<file path="src/rtl/xorshift_pkg.sv">
// xorshift_pkg: shared seed, xorshift64 step function and checker state type
//   SEED_BASE        model i is seeded with SEED_BASE + i
//   xorshift64_step  one xorshift64 step (<<13, >>7, <<17) on 64 bits
//   chk_state_e      checker FSM states
package xorshift_pkg;

    localparam logic [63:0] SEED_BASE = 64'hdeadbeefdeadbeef;

    typedef enum logic [1:0] {IDLE, RUN, HALT} chk_state_e;

    function automatic logic [63:0] xorshift64_step(input logic [63:0] x);
        logic [63:0] y;
        y = x ^ (x << 13);
        y = y ^ (y >> 7);
        y = y ^ (y << 17);
        return y;
    endfunction

endpackage

</file>
<file path="src/rtl/xorshift_ref_bank.sv">
// xorshift_ref_bank: per-CPU xorshift64 reference state registers
//   clk, rst_n   clock, asynchronous active-low reset (reseeds all models)
//   clear        synchronous reseed of all models, dominates a write
//   rd_idx       read port index; rd_data is 0 for an index outside the bank
//   wr_en/idx/data  single write port
module xorshift_ref_bank
    import xorshift_pkg::*;
#(
    parameter int NUM_CPUS = 4,
    parameter int IDX_W    = 2
) (
    input  logic             clk,
    input  logic             rst_n,
    input  logic             clear,
    input  logic [IDX_W-1:0] rd_idx,
    output logic [63:0]      rd_data,
    input  logic             wr_en,
    input  logic [IDX_W-1:0] wr_idx,
    input  logic [63:0]      wr_data
);

    logic [63:0] model [NUM_CPUS];

    always_comb begin
        rd_data = '0;
        for (int i = 0; i < NUM_CPUS; i++)
            if (rd_idx == IDX_W'(i)) rd_data = model[i];
    end

    always_ff @(posedge clk or negedge rst_n) begin
        if (!rst_n) begin
            for (int i = 0; i < NUM_CPUS; i++) model[i] <= SEED_BASE + 64'(i);
        end else if (clear) begin
            for (int i = 0; i < NUM_CPUS; i++) model[i] <= SEED_BASE + 64'(i);
        end else if (wr_en) begin
            for (int i = 0; i < NUM_CPUS; i++)
                if (wr_idx == IDX_W'(i)) model[i] <= wr_data;
        end
    end

endmodule

</file>
<file path="config.mk">
export PLATFORM = sky130hd
export DESIGN_NAME = xorshift_ref_bank
export DESIGN_NICKNAME = d
export VERILOG_FILES = /design/src/rtl/xorshift_pkg.sv /design/src/rtl/xorshift_ref_bank.sv
export SDC_FILE = /design/constraint.sdc
export NUM_CORES = 1
export LEC_CHECK = 0
export BUFFER_PORTS_ARGS = -buffer_cell sky130_fd_sc_hd__buf_4
export CAP_MARGIN = 30
export CORE_AREA = 3 3 163 165
export CTS_CLUSTER_DIAMETER = 120
export DETAILED_ROUTE_END_ITERATION = 8
export DIE_AREA = 0 0 166 168
export GPL_ROUTABILITY_DRIVEN = 0
export HOLD_SLACK_MARGIN = 0.05
export PLACE_DENSITY = 0.72
export SLEW_MARGIN = 25
export SYNTH_ARGS = -nofsm -noshare
export SYNTH_HDL_FRONTEND = slang
export SYNTH_SLANG_ARGS = --single-unit
export TNS_END_PERCENT = 30
</file>
<file path="constraint.sdc">
create_clock -name clk -period 1.35 [get_ports clk]
set_clock_uncertainty 0.2 [all_clocks]
set_input_delay 0.135 -clock clk [delete_from_list [all_inputs] [get_ports clk]]
set_output_delay 0.135 -clock clk [all_outputs]
set_load 0.01 [all_outputs]
</file>
# Yosys cells after proc, flatten, opt, wreduce, memory -nomap -nowiden
# Index checks and enable logic that the tools add are counted.
[word_totals]
reg_bits = 256
input_bits = 72
output_inout_bits = 64
wordCells = 31
[op_classes]
n_eq_ne = 6
n_mux = 10
n_reduce_logical = 11
[ops]
columns = ["op", "count"]
rows = [
  ["$mux 256", 2],
  ["$mux 64", 8],
  ["$reduce_bool 2->1", 5],
  ["$eq 2x2->1 const B", 4],
  ["$reduce_and 2->1", 4],
  ["$eq 2x1->1 const B", 2],
  ["$logic_not 2->1", 2],
]

# Depth between registers and ports, before layout
[depth]
word_depth = 5
mapped_depth = 6
mapped_depth_nobuf = 2

# Worst setup path before layout
# No wires, ideal clock.
[synth_path]
path_kind = "in2out"
startpoint = "input port rd_idx[0]"
endpoint = "output port rd_data[10]"
arrival_time_ns = 1.132
required_time_ns = 1.015
slack_ns = -0.117
stages = 3
path_buffers = 2
cell_sequence = "buf_2 -> buf_4 -> mux4_2"
[synth_via]
elab_chain_len = 5
word_cells_on_any_way = 8
classes_between = "eq/ne (3); mux (4); reduce/logical (1)"
[synth_rtl]
columns = ["item", "line_no", "text"]
rows = [
  ["start, declared", "xorshift_ref_bank.sv:15", "input logic [IDX_W-1:0] rd_idx,"],
  ["$logic_not 2->1", "xorshift_ref_bank.sv:27", "if (rd_idx == IDX_W'(i)) rd_data = model[i];"],
  ["$mux 64 (3 in a row)", "xorshift_ref_bank.sv:27", ""],
  ["$mux 64 *", "xorshift_ref_bank.sv:27", ""],
  ["end, declared", "xorshift_ref_bank.sv:16", "output logic [63:0] rd_data,"],
]
# Mark *: on every way between the ends. The rest lies on a longest branch, timed or not.

# Worst setup path in the final report
[layout_path]
startpoint = "register model[216] (netlist bit)"
endpoint = "output port rd_data[24]"
[layout_via]
elab_chain_len = 4
[layout_rtl]
columns = ["item", "line_no", "text"]
rows = [
  ["start, declared", "xorshift_ref_bank.sv:22", "logic [63:0] model [NUM_CPUS];"],
  ["start signal, assigned by index", "xorshift_ref_bank.sv:37", "if (wr_idx == IDX_W'(i)) model[i] <= wr_data;"],
  ["$mux 64 (4 in a row)", "xorshift_ref_bank.sv:27", ""],
]
# No other way between the ends.

==> metrics.md <==
| Metric | Value |
|---|---|
| Outcome | finished with violations |
| Violated checks | hold timing, setup timing |
| # IOs | 136 |
| Via/cell ratio | about 5.3 |
| Crit path max-delay family | multiplexers |
| Most common cell in the netlist | mux2i_1 |
| Setup tns final | -33160 ps |
| Slew at the pin closest to its max-slew limit | around 730 ps |
| Top FF cell, synth | dfstp_2 |
| R2r setup slk | between 200 and 300 ps |
| #FFs+latches synth | about 260 |
| Clk_lat worst skew | approximately 550 ps |
| Clk buf depth | 3 |
| CTS Buf Count | 29 |
| Number of global-route vias before repair | around 9200 |
| Worst Setup Start Kind | flip-flop |
| Minimum clock period | 1930 ps |
| Yosys top cell by area | dfstp_2 |
| EDFF count, synth | 0 |
| Post-synthesis cell count | ~1000 |
| Biggest registers after layout | model: 256 flops |
| Critical path class | flip-flop to primary output |
| Die Area | about 0.028 mm2 |
| GRT overflow | 0 |
| WHS | -178 ps |
| Wirelength per Cell | around 19 um |
| Cells after DPL | between 1000 and 1500 |
| Hold crit path type | input port to flip-flop |
| YS warnings | 0 |
| Yosys top cell area share | between 30% and 40% |
| Drt pass-1 iters | 4 |
| Finished Layout Cells | 1599 |
| Net Count, Synth | about 1100 |
| NumNets Final | approximately 1300 |
| Fin crit share | 143% |
| Rel. slew slack | between 50 and 60% |
| Final WS setup | -584 ps |
| DRT iter0 DRCs | approximately 530 |
| DR DRC count | 0 |
| Critical path buffers and inverters | 1 |
| CTS Root Cell | clkbuf_16 |
| WL final | 30800 um |
| Largest Register | model |
| CORE AREA | about 0.025 mm2 |
| First-pass GRT wire length | approximately 50000 um |
| CP Max Fanout | 2 |
| Crit. End Element | primary output |
| Initial antenna violation count | 0 |
| Final ANT Viol Nets | 0 |
| DIE HEIGHT | roughly 170 um |
| Syn Area/Cell | around 13 um2 |
| DR vias | 8534 |
| Sink Count | ~260 |
| Critical path required time | between 1000 and 1500 ps |
| Dpl hpwl | 18400 um |
| Cell variety after synth | 17 |
| Clock slew at reported path FFs | ~60 ps |
| Port Buffers | between 100 and 150 |
| TritonCTS clock tree | built |
| Max cap viols | 0 |
| Max reg flops | ~260 |
| Most frequent cells after synthesis | 256 x mux2i_1, 234 x nor2_1, 185 x dfstp_2 |
| Synthesized area | about 0.013 mm2 |
| Htree depth | 1 |
| Max stage delay cell, worst path | mux4_2 |
| Initial Utilization | roughly half |
| Final Hold Fails | 2 |
| Layout area overhead | 32.0% |
| Leakage | 0.00770 uW |
| RSZ-0062 raised after global routing | yes |
| Peak VDD IR | around 0.85 mV |
| Largest net degree at the start of global routing | 57 |
| Crit-path cells | mux4_2 > buf_6 |
| Register area share after synthesis | a little over half |
| Total Routing Usage GR | 21.8% |
| WP data arrival | 1600 ps |
| Power Density | roughly 1100 mW/mm2 |
| Die Span X | about 170 um |
| Share of layout cells above drive strength 1 | between 40% and 50% |
| Top cells by area, synth | dfstp_2 39%, mux2i_1 20%, dfrtp_1 14%, mux4_2 11%, nor2_1 7.0% |
| Fin. max-slew vios | 0 |
| Max Fclk | between 500 and 600 MHz |
| Ys async rst share | 100% |
| CP peak stage delay | 500 ps |
| Setup violators final | 64 |
| Std cell rows | 58 |
## stage by stage
step	setup WS (ps)	power (uW)	utilization, %	instance area, um2	hold slack (ps)
global route	-618	18600	66.0	16600	-171
detailed placement	-301	10300	57.2	14400	-199
CTS	-588	18100	65.5	16500	-101
global placement	-298	10300	57.2	14400	-201
floorplan	-17.0	9420	-	12700	-361
finish	-584	17900	66.0	16600	-178
## cells by family (layout without fill, tap and decap cells)
kind of cell	after synthesis	after routing	synth area share, %
and+or+nand+nor	331	331	11.9
muxes	320	320	31.8
DFF	256	256	52.7
buffers and inverters	79	361	3.63
other	0	1	0
## per-layer routing
metal	GRT usage [%]	wire length, um	vias to the layer above
met5	0	0	-
met4	4.92	556	0
met3	3.66	1410	41
met2	35.8	14800	206
met1	30.9	14000	4361
li1	-	-	3926
## tightest hold or removal path: stages
cell and delay [ps]:
buf_4 150, nand3_4 140, mux2i_1 80
## placed cells by master, fill, tap and decap left out
master          Yosys  routed
mux2i_1           256     256
nor2_1            234     233
dfstp_2           185     185
buf_4              22     120
nand2b_1           91      91
dlygate4sd3_1       0      86
dfrtp_1            71      71
buf_6               1      65
mux4_2             64      64
clkbuf_16           0      31
buf_12              2      26
clkbuf_1           19      14
clkinv_2            0       5
dlymetal6s4s_1      0       5
clkbuf_8            0       4
nand3b_1            2       2
diode_2             0       1
nor3b_4             0       1
nor2_2              0       1
and3b_2             1       1
nand3_4             0       1
or3b_1              1       1
inv_6               0       1
clkinv_4            0       1
bufinv_16           0       1
clkbuf_4            0       1
buf_8               0       1
## what timing repair did
action	in CTS	in global routing
hold buffers	94	2
buffers inserted	2	9
pin swaps	0	1
resized for setup	64	12
gates cloned	0	2
endpoints found under the setup margin	64	281
endpoints found under the hold margin	512	45
## where the power goes
| part | internal (uW) | total, uW | leakage (uW) | switching [uW] |
|---|---|---|---|---|
| clock | 4340 | 7390 | 0.000438 | 3050 |
| sequential | 8100 | 8240 | 0.00292 | 142 |
| combinational | 1210 | 2320 | 0.00434 | 1110 |
## layout make-up
type	count	area (um2)
fill	1857	8550
timing repair buffer	307	3160
clock inverter	8	72.6
tap	330	413
clock buffer	46	820
antenna	1	2.50
sequential	256	6640
multi-input combinational	651	5520
## worst paths after layout
check,endpoint,startpoint,cells past startpoint
max,rd_data[24],model[216],2
max reg2reg,model[248],model[248],4
max in group asynchronous,model[196],rst_n,3
min,model[52],wr_idx[0],3
min reg2reg,model[176],model[176],2
min in group asynchronous,model[254],rst_n,2
(Power assumes the default switching activity.)
